File: config.mk
export PLATFORM = sky130hd
export DESIGN_NAME = sect571k1_pt_mul_if
export DESIGN_NICKNAME = d
export VERILOG_FILES = /design/src/rtl/sect571k1_pkg.sv /design/src/rtl/sect571k1_word_ser.sv /design/src/rtl/sect571k1_pt_mul_if.sv
export SDC_FILE = /design/constraint.sdc
export NUM_CORES = 2
export LEC_CHECK = 0
export BUFFER_PORTS_ARGS = -buffer_cell sky130_fd_sc_hd__buf_2
export CAP_MARGIN = 40
export CORE_AREA = 2 2 695 697
export CTS_CLUSTER_DIAMETER = 80
export DETAILED_ROUTE_END_ITERATION = 8
export DIE_AREA = 0 0 697 699
export PLACE_DENSITY = 0.33
export SETUP_SLACK_MARGIN = 0.2
export SLEW_MARGIN = 20
export SYNTH_ARGS = -nofsm -noshare
export SYNTH_HDL_FRONTEND = slang
export SYNTH_HIERARCHICAL = 1
export SYNTH_SLANG_ARGS = --single-unit
File: constraint.sdc
create_clock -name clk -period 2 [get_ports clk]
set_clock_uncertainty 0.05 [all_clocks]
set_input_delay 0.1 -clock clk [delete_from_list [all_inputs] [get_ports clk]]
set_output_delay 0.1 -clock clk [all_outputs]
set_load 0.005 [all_outputs]
File: src/rtl/sect571k1_pkg.sv
// Shared constants, state encoding and sizing helper for the sect571k1 point-multiplier
// host adapter.
package sect571k1_pkg;

  localparam int unsigned M = 571;

  function automatic int unsigned nwords(input int unsigned dw);
    return (M + dw - 1) / dw;
  endfunction

  typedef enum logic [1:0] {
    StLoad   = 2'd0,
    StStart  = 2'd1,
    StWait   = 2'd2,
    StUnload = 2'd3
  } state_e;

endpackage

File: src/rtl/sect571k1_word_ser.sv
// Captures x and y in parallel and streams them out as DW-bit words, x first, with
// valid/ready handshake and a last marker on the final y word.
module sect571k1_word_ser
  import sect571k1_pkg::*;
#(
  parameter int unsigned DW = 32
) (
  input  logic          clk_i,
  input  logic          rst_ni,
  input  logic          clr_i,
  input  logic          load_i,
  input  logic [M-1:0]  x_i,
  input  logic [M-1:0]  y_i,
  output logic          valid_o,
  input  logic          ready_i,
  output logic [DW-1:0] data_o,
  output logic          last_o,
  output logic          done_o
);

  localparam int unsigned NW = nwords(DW);
  localparam int unsigned PW = NW * DW;
  localparam int unsigned CW = $clog2(2 * NW);

  logic [M-1:0]    x_q, x_d, y_q, y_d;
  logic [CW-1:0]   idx_q, idx_d;
  logic            active_q, active_d;
  logic [2*PW-1:0] cat;
  logic [DW-1:0]   word_arr [2*NW];

  // Zero padding makes the bits above 570 of each top word read as 0.
  assign cat = {{(PW - M){1'b0}}, y_q, {(PW - M){1'b0}}, x_q};

  always_comb begin
    for (int j = 0; j < 2 * NW; j++) begin
      word_arr[j] = cat[j*DW +: DW];
    end
  end

  assign valid_o = active_q;
  assign last_o  = active_q && (idx_q == CW'(2 * NW - 1));
  assign data_o  = active_q ? word_arr[idx_q] : '0;
  assign done_o  = active_q && ready_i && last_o;

  always_comb begin
    x_d      = x_q;
    y_d      = y_q;
    idx_d    = idx_q;
    active_d = active_q;
    if (clr_i) begin
      x_d      = '0;
      y_d      = '0;
      idx_d    = '0;
      active_d = 1'b0;
    end else if (load_i) begin
      x_d      = x_i;
      y_d      = y_i;
      idx_d    = '0;
      active_d = 1'b1;
    end else if (active_q && ready_i) begin
      if (last_o) begin
        idx_d    = '0;
        active_d = 1'b0;
      end else begin
        idx_d = idx_q + 1'b1;
      end
    end
  end

  always_ff @(posedge clk_i or negedge rst_ni) begin
    if (!rst_ni) begin
      x_q      <= '0;
      y_q      <= '0;
      idx_q    <= '0;
      active_q <= 1'b0;
    end else begin
      x_q      <= x_d;
      y_q      <= y_d;
      idx_q    <= idx_d;
      active_q <= active_d;
    end
  end

endmodule

File: src/rtl/sect571k1_pt_mul_if.sv
// Word-serial host adapter for sect571k1_pt_mul: deserializes the scalar, pulses start,
// waits for done and serializes x then y back to the host.
module sect571k1_pt_mul_if
  import sect571k1_pkg::*;
#(
  parameter int unsigned DW = 32
) (
  input  logic          clk,
  input  logic          rst_n,
  input  logic          clr,
  input  logic          in_valid,
  output logic          in_ready,
  input  logic [DW-1:0] in_data,
  output logic          out_valid,
  input  logic          out_ready,
  output logic [DW-1:0] out_data,
  output logic          out_last,
  output logic          busy,
  output logic          pm_clr,
  output logic          pm_start,
  output logic [M-1:0]  pm_d,
  input  logic          pm_done,
  input  logic [M-1:0]  pm_x,
  input  logic [M-1:0]  pm_y
);

  localparam int unsigned NW = nwords(DW);
  localparam int unsigned CW = $clog2(2 * NW);
  localparam int unsigned LB = M - (NW - 1) * DW;  // live bits in the top scalar word

  state_e        state_q, state_d;
  logic [CW-1:0] k_q, k_d;
  logic [M-1:0]  d_q, d_d;
  logic          ser_load;
  logic          ser_done;

  assign in_ready = (state_q == StLoad);
  assign pm_start = (state_q == StStart);
  assign busy     = (state_q != StLoad);
  assign pm_clr   = clr;
  assign pm_d     = d_q;

  always_comb begin
    state_d  = state_q;
    k_d      = k_q;
    d_d      = d_q;
    ser_load = 1'b0;
    unique case (state_q)
      StLoad: begin
        if (in_valid) begin
          for (int j = 0; j < NW - 1; j++) begin
            if (k_q == CW'(j)) d_d[j*DW +: DW] = in_data;
          end
          if (k_q == CW'(NW - 1)) begin
            d_d[M-1 -: LB] = in_data[LB-1:0];
            k_d            = '0;
            state_d        = StStart;
          end else begin
            k_d = k_q + 1'b1;
          end
        end
      end
      StStart: state_d = StWait;
      StWait: begin
        if (pm_done) begin
          ser_load = 1'b1;
          state_d  = StUnload;
        end
      end
      StUnload: begin
        if (ser_done) state_d = StLoad;
      end
      default: state_d = StLoad;
    endcase
    if (clr) begin
      state_d  = StLoad;
      k_d      = '0;
      d_d      = '0;
      ser_load = 1'b0;
    end
  end

  always_ff @(posedge clk or negedge rst_n) begin
    if (!rst_n) begin
      state_q <= StLoad;
      k_q     <= '0;
      d_q     <= '0;
    end else begin
      state_q <= state_d;
      k_q     <= k_d;
      d_q     <= d_d;
    end
  end

  sect571k1_word_ser #(
    .DW(DW)
  ) u_ser (
    .clk_i  (clk),
    .rst_ni (rst_n),
    .clr_i  (clr),
    .load_i (ser_load),
    .x_i    (pm_x),
    .y_i    (pm_y),
    .valid_o(out_valid),
    .ready_i(out_ready),
    .data_o (out_data),
    .last_o (out_last),
    .done_o (ser_done)
  );

endmodule
== Word level (Yosys, flattened, before mapping) ==
Cells that the tools add are included.

* Register bits after elaboration: 1728
* Output and inout bits: 609
* Logic and storage cells: 153

* Order comparisons: 1
* Equality and inequality tests: 25
* Mux-type cells: 50
* Reductions and logical operators: 50
* Bitwise gates (word level): 1
* Add/subtract/negate cells: 2

{| class="wikitable"
|+ Operators with widths
! cell !! number
|-
| 571-bit two-way mux || 7
|-
| 32-bit two-way mux || 20
|-
| 32-bit binary-select mux with 6-bit select || 1
|-
| 3-bit AND reduction || 18
|-
| 6-bit by 4-bit equality test with 1-bit output, second input constant || 8
|-
| 6-bit two-way mux || 8
|-
| 2-bit nonzero test || 22
|-
| 27-bit two-way mux || 1
|-
| 6-bit by 3-bit equality test with 1-bit output, second input constant || 4
|-
| 6-bit by 1-bit adder with 6-bit output, second input constant || 2
|-
| 6-bit by 2-bit equality test with 1-bit output, second input constant || 2
|-
| 6-bit by 5-bit equality test with 1-bit output, second input constant || 2
|-
| 2-bit two-way mux || 5
|-
| 3-bit != test, second input constant || 3
|-
| 2-bit case mux with 4 select lines || 1
|-
| 7-bit >= comparator, second input constant || 1
|-
| 1-bit two-way mux || 7
|-
| 6-bit inverter with 7-bit output || 1
|-
| 6-bit by 1-bit equality test with 1-bit output, second input constant || 1
|-
| 6-bit equality test, second input constant || 1
|-
| 6-bit zero test || 1
|-
| 3-bit nonzero test || 2
|-
| 2-bit equality test, second input constant || 2
|-
| 2-bit AND reduction || 2
|-
| other kinds (5) || 7
|}

== Logic depth before layout (Yosys ltp) ==
* Depth after elaboration: 6
* Depth in mapped cells: 10

== Modules after synthesis ==
Netlist, hierarchy kept.

{| class="wikitable"
|+ By module, submodules not included
! module !! instances !! area an instance (um^2) !! cells an instance !! seq. area each (um^2)
|-
| sect571k1_word_ser || 1 || 55848.6 || 4759 || 28752.6
|-
| sect571k1_pt_mul_if || 1 || 23630.2 || 2590 || 14488.9
|}

== Worst setup path after synthesis ==
Ideal clock, no wire load.

* Path kind: input to register
* From: input clr
* To: register u_ser.x_q[270]
* Slack: -0.171 ns
* Arrival time: 1.989 ns
* Stages on the path: 10
* Required time: 1.818 ns
* Setup time: 0.132 ns
* Path buffers: 7
* Path through: clkdlybuf4s15_2 buf_2 buf_1 nor2_1 buf_2 clkbuf_1 clkbuf_1 buf_2 mux2i_1 nor2_1

* Word-level cells in the longest chain between the ends: 2
* Elaborated cells between the ends (all ways): 3
* Classes of those cells: mux: 2; reduce/logical: 1

{| class="wikitable"
|+ RTL lines
! what !! RTL line !! source
|-
| start, declared || sect571k1_pt_mul_if.sv:10 || <nowiki>input logic clr,</nowiki>
|-
| 1-bit two-way mux || sect571k1_pt_mul_if.sv:75 || <nowiki>if (clr) begin</nowiki>
|-
| net ser_load || sect571k1_pt_mul_if.sv:34 || <nowiki>logic ser_load;</nowiki>
|-
| 2-bit nonzero test (no line) || -- ||
|-
| end signal, assigned || sect571k1_word_ser.sv:72 || <nowiki>x_q <= '0;</nowiki>
|-
| end signal, assigned || sect571k1_word_ser.sv:77 || <nowiki>x_q <= x_d;</nowiki>
|-
| end, declared || sect571k1_word_ser.sv:25 || <nowiki>logic [M-1:0] x_q, x_d, y_q, y_d;</nowiki>
|}

The timed path passes the listed nets, and every way through them passes these cells.
A chain may end at the register's enable or synchronous reset.

== Worst setup path after layout ==
* From: register u_ser.idx_q[0]
* To: output out_data[8]

* Word-level cells in the longest chain between the ends: 5

{| class="wikitable"
|+ RTL lines
! what !! RTL line !! source
|-
| start, declared || sect571k1_word_ser.sv:26 || <nowiki>logic [CW-1:0] idx_q, idx_d;</nowiki>
|-
| start signal, assigned || sect571k1_word_ser.sv:79 || <nowiki>idx_q <= idx_d;</nowiki>
|-
| 6-bit inverter with 7-bit output (implied by the code) || sect571k1_word_ser.sv:42 || <nowiki>assign data_o = active_q ? word_arr[idx_q] : '0;</nowiki>
|-
| 32-bit binary-select mux with 6-bit select || sect571k1_word_ser.sv:42 ||
|-
| 32-bit two-way mux (implied by the code) (2 in a row) || sect571k1_word_ser.sv:42 ||
|-
| 32-bit two-way mux || sect571k1_word_ser.sv:42 ||
|-
| end, declared || sect571k1_pt_mul_if.sv:16 || <nowiki>output logic [DW-1:0] out_data,</nowiki>
|}

Every way passes these cells. The select of a mux whose other input is x is not followed.

==> flow_metrics.py <==
metrics = {
    "run_status": {
        "status": "complete, but fails checks",
        "failed_checks": "negative setup slack",
    },
    "synth": {
        "yosysSeqAreaShare_pct": 54.4,
        "muxShareOfSynthArea_pct": 22.9,
        "synth_area_leaders": "dfrtp_1, mux2i_1, nand2_1",
        "syn_nets": 8538,
        "synth_flop_cell": "dfrtp_1",
        "yosysTopAreaCell": "dfrtp_1",
        "syn_avg_cell_area_um2": 10.8,
        "synth_xor_xnor_area_share_pct": 0.0220,
        "synthTopCellsByCount": "dfrtp_1, mux2i_1, nand2_1",
        "synth_area_um2": 79500,
        "synth-simple-area-share_pct": 12.6,
        "ys_async_sr_fraction_pct": 100,
        "synthMostInstantiatedCell": "dfrtp_1",
        "synth-adder-area-share_pct": 0.142,
        "synth_seq_cells": 1728,
        "synth_top_area_share_pct": 54.4,
        "yosysUniqueCellTypes": 64,
        "synth_top_family_by_area": "multiplexers",
        "synth-edff-count": 0,
        "synth_cells": 7349,
        "synth-compound-area-share_pct": 5.67,
        "yosys_warnings": 6,
    },
    "placement": {
        "portBuffers": 1788,
        "dpl.cell_count": 15800,
        "hpwl_mm": 381,
        "place_area_um2": 103000,
        "gp_congestion": 0.900,
    },
    "floorplanning": {
        "die_w_um": 697,
        "io_pins": 1789,
        "die_h_um": 699,
        "start_util_pct": 16.6,
        "core_um2": 480000,
        "fp-row-count": 255,
        "dieArea_um2": 487000,
    },
    "sta": {
        "setup_viol_count_final": 857,
        "fmax_mhz": 260,
        "setup_slack_ns": -1.85,
        "worstMarginPinSlew_ns": 1.01,
        "min_period_ns": 3.85,
        "hold_viol": 0,
        "tns_ns": -105.54,
        "rsz0062_at_grt": "yes",
        "maxSlewHeadroom_pct": 32.6,
        "finalMaxSlewViolations": 0,
        "period_share_pct": 192,
    },
    "cts": {
        "clkSinkCount": 1728,
        "cts_root_buf": "clkbuf_16",
        "clockBufferDepth": 4,
        "cts_buffers": 230,
        "htreeDepth": 4,
        "clk_pin_slew_ns": 0.05,
        "cts_tree": "built",
        "insertion_delay_ns": 0.93,
    },
    "global_routing": {
        "antenna_found_initial": 79,
        "grt_pass1_wl_mm": 686,
        "track_usage_pct": 20.0,
        "overflow": 0,
        "grt_pass1_vias": 82200,
        "grt_max_degree": 159,
    },
    "detailed_routing": {
        "vias_per_cell": 4.17,
        "wl_per_cell_um": 27.6,
        "ant_nets": 0,
        "drtIter0Drc": 5239,
        "vias": 78600,
        "drc": 0,
        "dr.pass1.iters": 6,
        "wirelength_mm": 521,
    },
    "layout": {
        "final_cell_area_um2": 144000,
        "fin_cells": 18900,
        "fin_util_pct": 30.0,
        "fillers": 49600,
        "final_nets": 13400,
        "syn_to_final_growth_pct": 81.2,
        "drive_gt1_share_pct": 34.0,
    },
    "pwr": {
        "ir_drop_mv": 0.713,
        "p_per_area_nw_per_um2": 612,
        "power_mw": 88.2,
        "cellLeakagePower_nw": 62.6,
    },
    "worst_setup_path": {
        "crit_type": "reg -> out",
        "end_kind": "primary output",
        "startpoint_type": "register",
        "arrival_ns": 3.70,
        "cp_max_fo": 7,
        "required_ns": 1.85,
    },
    "hold_path": {
        "hold_path_class": "in -> reg",
    },
    "run": {
        "maxCapViolations": 0,
    },
}
[metal layers]
layer | share of wire [%] | global-route usage [%]
met5 | 0.020 | 0
met4 | 5.1 | 8.93
met3 | 4.1 | 2.69
met2 | 53 | 37.5
met1 | 38 | 22.3
[area by class of cell]
| cell class | instances | area [um^2] | area share (%) |
|---|---|---|---|
| diodes | 59 | 148 | 0.103 |
| clock buffers | 326 | 6620 | 4.60 |
| clock inverters | 92 | 1120 | 0.778 |
| inverters | 8 | 32.5 | 0.0226 |
| multi-input cells | 4972 | 36600 | 25.4 |
| flip-flops and latches | 1728 | 43300 | 30.0 |
| well taps | 6425 | 8040 | 5.58 |
| repair buffers | 5261 | 48200 | 33.5 |
[logic make-up (layout without fill, tap and decap cells)]
| group | count (synthesis) | in the layout |
|---|---|---|
| other | 0 | 59 |
| AND/OR/NAND/NOR | 2556 | 2556 |
| AO/OA/AOI/OAI | 792 | 792 |
| flip-flops | 1728 | 1728 |
| multiplexers | 1613 | 1613 |
| buffers and inverters | 649 | 5687 |
| adder cells (fa/ha/maj) | 9 | 9 |
| XOR/XNOR | 2 | 2 |
[where the power goes]
part,switching (mW),internal [mW]
registers,0.128,35.2
logic,4.99,4.92
clock network,17.7,25.2
[critical path, cell delays in order (launching register included)]
cell	delay (ns)
dfrtp_4	0.46
buf_16	0.19
buf_16	0.17
buf_16	0.16
buf_4	0.17
mux4_2	0.62
mux2_2	0.32
nand2_2	0.16
a31oi_4	0.17
buf_6	0.17
buf_6	0.11
[flip-flops by register name, indices dropped and copies added, names as in the netlist]
register,count
u_ser/x_q,571
state_q,2
pm_d,571
u_ser/valid_o,1
k_q,6
u_ser/y_q,571
u_ser/idx_q,6
[placed cells by master (no fill, tap or decap), drive strengths merged, types with 3 or more instances in the layout]
cell	Yosys	routed
mux2	56	56
a311oi	5	5
mux2i	1402	1402
nand2	1250	1250
a211oi	5	5
buf	391	2896
clkinvlp	0	7
o221a	13	13
diode	0	59
nand3	34	34
and2	15	15
ha	9	9
clkbuf	249	417
and3	17	17
o21ai	28	28
a21oi	602	602
a31oi	33	33
inv	8	21
nor2b	13	13
a22oi	60	60
nor3b	6	6
dfrtp	1728	1728
o221ai	5	5
bufinv	0	17
a221oi	5	5
nor2	1165	1165
nand4	37	37
a22o	27	27
or3	3	3
clkinv	0	55
mux4	155	155
nor3	3	3
dlygate4sd3	0	2272
and4	4	4
[per-stage QoR]
| stage | setup slack [ns] | hold WS (ns) |
|---|---|---|
| 2_1_floorplan | 0.133 | -0.246 |
| 3_3_place_gp | -2.10 | 0.0631 |
| 3_5_place_dp | -2.09 | 0.0610 |
| 4_1_cts | -2.03 | 0.0000919 |
| 5_1_grt | -1.95 | 0.0280 |
| 6_report | -1.85 | 0.0752 |
[worst paths after layout]
| path | from | end | slack [ns] | cells past startpoint |
|---|---|---|---|---|
| worst max register to register | u_ser/idx_q[2] | state_q[1] | -0.51 | 12 |
| max in group asynchronous | rst_n | u_ser/x_q[502] | 0.62 | 5 |
| worst min register to register | pm_d[566] | pm_d[566] | 0.45 | 1 |
| worst max-delay path | u_ser/idx_q[0] | out_data[8] | -1.85 | 10 |
| worst min-delay path | pm_y[382] | u_ser/y_q[382] | 0.08 | 4 |
| min in group asynchronous | rst_n | u_ser/x_q[171] | 0.52 | 4 |
[timing repair]
item / CTS / global route
resized for setup: 593 / 687
endpoints found under the setup margin: 1752 / 1760
setup buffers: 91 / 110
pin swaps: 175 / 271
hold endpoints to repair: 3456 / 0
hold buffers: 2273 / 0
cloned: 36 / 108
No activity file was read; power rests on OpenSTA's default activity.
